## src/rtl/led_seq_ctrl.sv

```systemverilog
// -----------------------------------------------------------------------------
// led_seq_ctrl
//
// Purpose:
//   Drives four LEDs with a selectable pattern. The pattern only runs after
//   the PLL lock indicator has been seen high continuously for a
//   qualification period. Pattern steps are paced by a dwell counter.
//
//   Mode changes are deferred until the next dwell tick. On that tick the
//   LEDs load the new mode's initial pattern.
//
//   Losing lock always wins over a pattern update: the block falls back to
//   WAIT_LOCK and blanks the LEDs.
//
// Ports:
//   Clk        in   1  single clock (PLL output domain), rising edge
//   Rst_n      in   1  asynchronous active-low reset
//   Locked     in   1  PLL lock indicator, asynchronous to Clk
//   Mode       in   2  00 off, 01 chase-left, 10 chase-right, 11 blink-all
//   LED        out  4  registered LED drive, 1 = on
//   Ready      out  1  registered, high only while in RUN
//   fsm_state  out  2  current FSM state (0 WAIT_LOCK, 1 STABLE, 2 RUN)
//
// Parameters:
//   CNT_MAX    last dwell count; one pattern step lasts CNT_MAX+1 cycles
//   LOCK_CNT   extra consecutive locked cycles required in STABLE
// -----------------------------------------------------------------------------
module led_seq_ctrl #(
   parameter int CNT_MAX  = 24_999_999,
   parameter int LOCK_CNT = 1023
) (
   input  logic       Clk,
   input  logic       Rst_n,
   input  logic       Locked,
   input  logic [1:0] Mode,
   output logic [3:0] LED,
   output logic       Ready,
   output logic [1:0] fsm_state
);

   localparam int DW = (CNT_MAX > 0) ? $clog2(CNT_MAX + 1) : 1;
   localparam int LW = (LOCK_CNT > 0) ? $clog2(LOCK_CNT + 1) : 1;
   localparam logic [DW-1:0] DWELL_LAST = DW'(CNT_MAX);
   localparam logic [LW-1:0] LOCK_LAST  = LW'(LOCK_CNT);

   typedef enum logic [1:0] {
      WAIT_LOCK = 2'd0,
      STABLE    = 2'd1,
      RUN       = 2'd2
   } state_t;

   state_t         state, state_nxt;
   logic           lk_m, lk_s;
   logic [LW-1:0]  lock_cnt, lock_cnt_nxt;
   logic [DW-1:0]  dwell, dwell_nxt;
   logic [3:0]     led_q, led_nxt;
   logic           ready_q, ready_nxt;
   logic [1:0]     applied, applied_nxt;
   logic           tick;
   logic           lock_done;

   function automatic logic [3:0] init_pattern(input logic [1:0] m);
      case (m)
         2'b01:   return 4'b0001;
         2'b10:   return 4'b1000;
         default: return 4'b0000;
      endcase
   endfunction

   // Two-flop synchroniser for the asynchronous lock indicator.
   always_ff @(posedge Clk or negedge Rst_n) begin
      if (!Rst_n) begin
         lk_m <= 1'b0;
         lk_s <= 1'b0;
      end else begin
         lk_m <= Locked;
         lk_s <= lk_m;
      end
   end

   assign tick      = (dwell == DWELL_LAST);
   assign lock_done = (lock_cnt == LOCK_LAST);

   // State register
   always_ff @(posedge Clk or negedge Rst_n) begin
      if (!Rst_n) state <= WAIT_LOCK;
      else        state <= state_nxt;
   end

   // Next-state logic
   always_comb begin
      state_nxt = state;
      case (state)
         WAIT_LOCK: if (lk_s) state_nxt = STABLE;
         STABLE: begin
            if (!lk_s)          state_nxt = WAIT_LOCK;
            else if (lock_done) state_nxt = RUN;
         end
         RUN:       if (!lk_s) state_nxt = WAIT_LOCK;
         default:   state_nxt = WAIT_LOCK;
      endcase
   end

   // Output / datapath next values; everything below is registered.
   always_comb begin
      lock_cnt_nxt = '0;
      dwell_nxt    = '0;
      led_nxt      = 4'b0000;
      ready_nxt    = 1'b0;
      applied_nxt  = applied;
      case (state)
         WAIT_LOCK: begin
            // All outputs and counters held at zero.
         end
         STABLE: begin
            if (lk_s) begin
               if (lock_done) begin
                  // Edge entering RUN: start the pattern of the current Mode.
                  ready_nxt   = 1'b1;
                  led_nxt     = init_pattern(Mode);
                  applied_nxt = Mode;
               end else begin
                  lock_cnt_nxt = lock_cnt + LW'(1);
               end
            end
         end
         RUN: begin
            // A lost lock blanks the LEDs even if this cycle is a tick.
            if (lk_s) begin
               ready_nxt = 1'b1;
               led_nxt   = led_q;
               dwell_nxt = tick ? '0 : dwell + DW'(1);
               if (tick) begin
                  if (Mode != applied) begin
                     // A mode change restarts the pattern; no step this tick.
                     led_nxt     = init_pattern(Mode);
                     applied_nxt = Mode;
                  end else begin
                     case (applied)
                        2'b01:   led_nxt = {led_q[2:0], led_q[3]};
                        2'b10:   led_nxt = {led_q[0], led_q[3:1]};
                        2'b11:   led_nxt = ~led_q;
                        default: led_nxt = 4'b0000;
                     endcase
                  end
               end
            end
         end
         default: begin
         end
      endcase
   end

   always_ff @(posedge Clk or negedge Rst_n) begin
      if (!Rst_n) begin
         lock_cnt <= '0;
         dwell    <= '0;
         led_q    <= 4'b0000;
         ready_q  <= 1'b0;
         applied  <= 2'b00;
      end else begin
         lock_cnt <= lock_cnt_nxt;
         dwell    <= dwell_nxt;
         led_q    <= led_nxt;
         ready_q  <= ready_nxt;
         applied  <= applied_nxt;
      end
   end

   assign LED       = led_q;
   assign Ready     = ready_q;
   assign fsm_state = state;

endmodule

```

## config.mk

```make
export PLATFORM = sky130hd
export DESIGN_NAME = led_seq_ctrl
export DESIGN_NICKNAME = d
export VERILOG_FILES = /design/src/rtl/led_seq_ctrl.sv
export SDC_FILE = /design/constraint.sdc
export NUM_CORES = 1
export LEC_CHECK = 0
export ABC_AREA = 0
export CAP_MARGIN = 20
export CORE_UTILIZATION = 40
export DETAILED_ROUTE_END_ITERATION = 6
export HOLD_SLACK_MARGIN = 0.02
export SKIP_CTS_REPAIR_TIMING = 1
export SYNTH_ARGS = -nofsm -noshare
export SYNTH_HDL_FRONTEND = slang
export SYNTH_SLANG_ARGS = --single-unit
```

## constraint.sdc

```tcl
create_clock -name Clk -period 1.85 [get_ports Clk]
set_input_delay 0.555 -clock Clk [delete_from_list [all_inputs] [get_ports Clk]]
set_output_delay 0.555 -clock Clk [all_outputs]
set_load 0.01 [all_outputs]
```

=== Yosys cells after proc, flatten, opt, wreduce, memory -nomap -nowiden ===
Index checks and enable logic that the tools add are counted.

* Bits of input ports: 5
* Flip-flop bits (word level): 46

* Equal/unequal tests: 19
* Add/sub/neg operators: 2
* Bitwise gates (word level): 1
* Reduce and logical (&&, ||, !) cells: 4
* Muxes and demuxes: 29

{| class="wikitable"
|+ Operators with widths
! operator !! count
|-
| 2-to-1 mux 25 bit || 3
|-
| 2-to-1 mux 10 bit || 3
|-
| adder 25 x 1 -> 25 bit, second input constant || 1
|-
| == test 25 bit, second input constant || 1
|-
| 2-to-1 mux 4 bit || 5
|-
| 2-to-1 mux 2 bit || 9
|-
| one-hot mux 4 bit (2 select lines) || 2
|-
| inequality test 2 bit, second input constant || 7
|-
| one-hot mux 4 bit (3 select lines) || 1
|-
| adder 10 x 1 -> 10 bit, second input constant || 1
|-
| == test 10 bit, second input constant || 1
|-
| == test 2 bit, second input constant || 4
|-
| == test 2 x 1 -> 1 bit, second input constant || 3
|-
| inequality test 3 bit, second input constant || 2
|-
| one-hot mux 2 bit (3 select lines) || 1
|-
| AND reduction 6 bit || 1
|-
| inverter 4 bit || 1
|-
| one-hot mux 2 bit (2 select lines) || 1
|-
| 2-to-1 mux 1 bit || 3
|-
| AND reduction 3 bit || 1
|-
| zero test 2 bit || 1
|-
| inequality test 2 bit || 1
|-
| one-hot mux 1 bit (2 select lines) || 1
|-
| nonzero test 2 bit || 1
|}

=== Logic depth before layout (Yosys ltp) ===
* Depth after elaboration: 6
* Depth in mapped cells: 8

=== Worst setup path before layout ===
Ideal clock, no wire load.

* Path kind: flip-flop to flip-flop
* From: register dwell[9]
* To: register applied[0]
* Setup time: 0.128 ns
* Cell stages (with the launch flop): 6
* Slack: -0.185 ns
* Clock period less this slack: 2.035 ns
* Data arrival time: 1.908 ns
* Buffers on the path: 0
* Cell sequence: dfrtp_1 > or4b_4 > nor4_4 > nand4_4 > o2bb2ai_1 > mux2_1

* Word-level cells in the longest chain between the ends: 3

{| class="wikitable"
|+ Ends and longest elaborated chain
! item !! RTL line !! RTL
|-
| start: declaration || 55 || <nowiki>logic [DW-1:0] dwell, dwell_nxt;</nowiki>
|-
| start signal: assignment || 163 || <nowiki>dwell <= dwell_nxt;</nowiki>
|-
| == test 25 bit || 81 || <nowiki>assign tick = (dwell == DWELL_LAST);</nowiki>
|-
| inequality test 2 bit (no line) || -- ||
|-
| AND reduction 6 bit (no line) || -- ||
|-
| end signal: assignment || 166 || <nowiki>applied <= applied_nxt;</nowiki>
|-
| end: declaration || 58 || <nowiki>logic [1:0] applied, applied_nxt;</nowiki>
|}

No other way between the ends.
A chain may end at the register's enable or synchronous reset.

=== Worst setup path after layout ===
* From: register dwell[23]
* To: register applied[1]

The elaborated chain is that of the path after synthesis.

==> flow_metrics.env <==
export IMPL_status="finished, violations left"
export IMPL_violations="setup timing"
export IMPL_clock_skew_ps=8.716
export IMPL_drt_vias_per_instance=5.057
export IMPL_grt_ovfl_total=0
export IMPL_clk_path_buf_depth=2
export IMPL_hpwl_um=3072
export IMPL_crit_required_ps=2040
export IMPL_wl_per_cell_um=12.71
export IMPL_synth_seq_cells=46
export IMPL_diodes=0
export IMPL_clock_sinks=46
export IMPL_synth_edf_count=0
export IMPL_leakage_nw=1.334
export IMPL_synth_area_per_cell_um2=9.882
export IMPL_syn_inst=235
export IMPL_rr_worst_depth=5
export IMPL_gp_congestion=0.7886
export IMPL_drt_pass1_iter_count=4
export IMPL_pin_count=12
export IMPL_cts_made_buffers=5
export IMPL_grt_pass1_vias=1734
export IMPL_place_ws_ps=-179.4
export IMPL_syn_area_um2=2322
export IMPL_core_um2=5540
export IMPL_peakVddDrop_v=0.0005175
export IMPL_totalWireLength_um=4487
export IMPL_die_area_um2=6114
export IMPL_critical_path_max_fanout=5
export IMPL_fin_nets=290
export IMPL_fmax_mhz=492.6
export IMPL_yosys_warnings=0
export IMPL_ant_nets=0
export IMPL_area_growth_pct=25.70
export IMPL_hold_class="input pin to async pin"
export IMPL_layout_drive_gt1_share=0.1815
export IMPL_stdcell_count=353
export IMPL_slew_headroom=0.7146
export IMPL_synth_fp_nets=245
export IMPL_grt_usage=0.1684
export IMPL_worstSkewPairLatency_ps=300
export IMPL_slew_violations=0
export IMPL_drtIter0Drc=72
export IMPL_die_x_um=78.20
export IMPL_numPortBuffers=11
export IMPL_min_period_over_period=1.097
export IMPL_drc_errors=0
export IMPL_synthFlopType="dfrtp_1"
export IMPL_finalHoldViolCount=0
export IMPL_post_route_min_period_ps=2030
export IMPL_rr_endpoint="applied[1]"
export IMPL_setup_viol=31
export IMPL_synthDistinctLibCells=39
export IMPL_rows=27
export IMPL_drv_cap=0
export IMPL_cts_tree="built"
export IMPL_grt_start_max_net_pins=47
export IMPL_htreeDepth=2
export IMPL_root_buffer="clkbuf_8"
export IMPL_crit_path_end_kind="flip-flop"
export IMPL_r2r_slack_ps=-180
export IMPL_fin_util=0.5269
export IMPL_startpoint_type="flip-flop"
export IMPL_regToRegStartpoint="dwell[23]"
export IMPL_path_clk_slew_ps=90
export IMPL_die_y_um=78.20
export IMPL_num_vias=1785
export IMPL_grt_pass1_wl_um=8004
export IMPL_rsz0062_at_grt="yes"
export IMPL_dp_cells=336
export IMPL_antenna_found_initial=0
export IMPL_async_reset_ff_frac=1.000
export IMPL_tightest_slew_ps=426.5
export IMPL_initial_core_util=0.4192
export IMPL_cp_arrival_ps=2220
export IMPL_power_density_nw_per_um2=699.4
export IMPL_setup_slack_ps=-180.1
export IMPL_ys_seq_area_frac=0.4957
export IMPL_critPathKind="flip-flop to flip-flop"
-- layer usage --
layer	vias to the layer above	track usage	wire, um
met2	22	0.2544	1999
met4	0	0.06667	95
met3	7	0.03488	113
li1	899	-	-
met1	857	0.2361	2278
met5	-	0	0
-- cells in the mapped netlist, types with 2 or more instances --
| master | number | area (um2) |
|---|---|---|
| dfrtp_1 | 46 | 1151 |
| nor2_1 | 42 | 157.7 |
| xor2_1 | 21 | 183.9 |
| nand2_1 | 19 | 71.32 |
| nand3_1 | 14 | 70.07 |
| and3_1 | 12 | 75.07 |
| xnor2_1 | 12 | 105.1 |
| nand4_1 | 9 | 56.30 |
| a21oi_1 | 6 | 30.03 |
| o21ai_0 | 6 | 30.03 |
| ha_1 | 5 | 62.56 |
| inv_1 | 5 | 18.77 |
| nor2b_1 | 4 | 25.02 |
| clkbuf_1 | 3 | 11.26 |
| a2bb2oi_1 | 2 | 17.52 |
| and2_1 | 2 | 12.51 |
| buf_2 | 2 | 10.01 |
| mux2_1 | 2 | 22.52 |
| nor3_1 | 2 | 10.01 |
| nor4_1 | 2 | 12.51 |
-- how the worst max path moves through the flow --
stage                     depth (start not counted)  slack, ps      start          to
after CTS                                         5       -200  dwell[23]  applied[0]
after floorplan                                   5       -140  dwell[23]  applied[0]
after global routing                              7       -280   dwell[8]      LED[0]
after detailed placement                          5       -180  dwell[23]  applied[0]
final                                             5       -180  dwell[23]  applied[1]
after global placement                            5       -150  dwell[23]  applied[0]
-- critical path, cell delays in order (launching register included) --
cell and delay [ps]:
dfrtp_1 380, or4_4 540, nor4_4 320, nand4_4 190, o2bb2ai_2 170, mux2_1 310
-- flip-flops by register name (all words and copies together) (netlist names) --
register and flops:
Ready 1, applied 2, dwell 25, LED 4
lk_m 1, lock_cnt 10, lk_s 1, fsm_state 2
-- cells by family (layout without fill, tap and decap cells) --
group                    after synthesis  count (layout)  synth area share
AND/OR/NAND/NOR                      115             115            0.2565
flip-flops                            46              46            0.4957
XOR/XNOR                              33              33            0.1245
AO/OA/AOI/OAI                         23              23           0.06520
buffers and inverters                 10              56           0.01724
adder cells (fa/ha/maj)                5               5           0.02694
multiplexers                           3               3           0.01401
-- power breakdown --
group / total [W] / switching [W] / internal, W
Combinational: 0.000248 / 0.000131 / 0.000118
Clock: 0.000733 / 0.000336 / 0.000398
Sequential: 0.00106 / 0.0000299 / 0.00103
-- layout by cell type, fill, tap and decap left out, types with 4 or more instances in the layout --
| cell type | n |
|---|---|
| clkdlybuf4s50_1 | 6 |
| inv_1 | 5 |
| nand3_1 | 14 |
| dlymetal6s2s_1 | 4 |
| xnor2_1 | 12 |
| dfrtp_1 | 45 |
| nand2_1 | 18 |
| o21ai_0 | 5 |
| buf_4 | 28 |
| and3_1 | 12 |
| nor2_1 | 42 |
| xor2_1 | 21 |
| nand4_1 | 9 |
| ha_1 | 5 |
| clkbuf_8 | 5 |
| a21oi_1 | 5 |
| nor2b_1 | 4 |
-- area by class of cell --
type	instances	area, um2
multi-input combinational	179	1161
clock inverter	3	40.04
clock buffer	5	68.82
sequential	46	1152
timing repair buffer	43	387.9
tap	72	90.09
fill	535	2621
inverter	5	18.77
-- metrics by stage --
| stage | hold WS [ps] | instance area [um2] | power [W] | setup TNS [ps] |
|---|---|---|---|---|
| floorplan | 259.4 | 2331 | 0.001210 | -2020 |
| global placement | 332.8 | 2703 | 0.001318 | -1684 |
| detailed placement | 340.3 | 2703 | 0.001317 | -1952 |
| CTS | 226.9 | 2811 | 0.002057 | -2797 |
| global route | 244.4 | 2919 | 0.002157 | -6747 |
| finish | 210.6 | 2919 | 0.002042 | -4613 |
(Power assumes the default switching activity.)
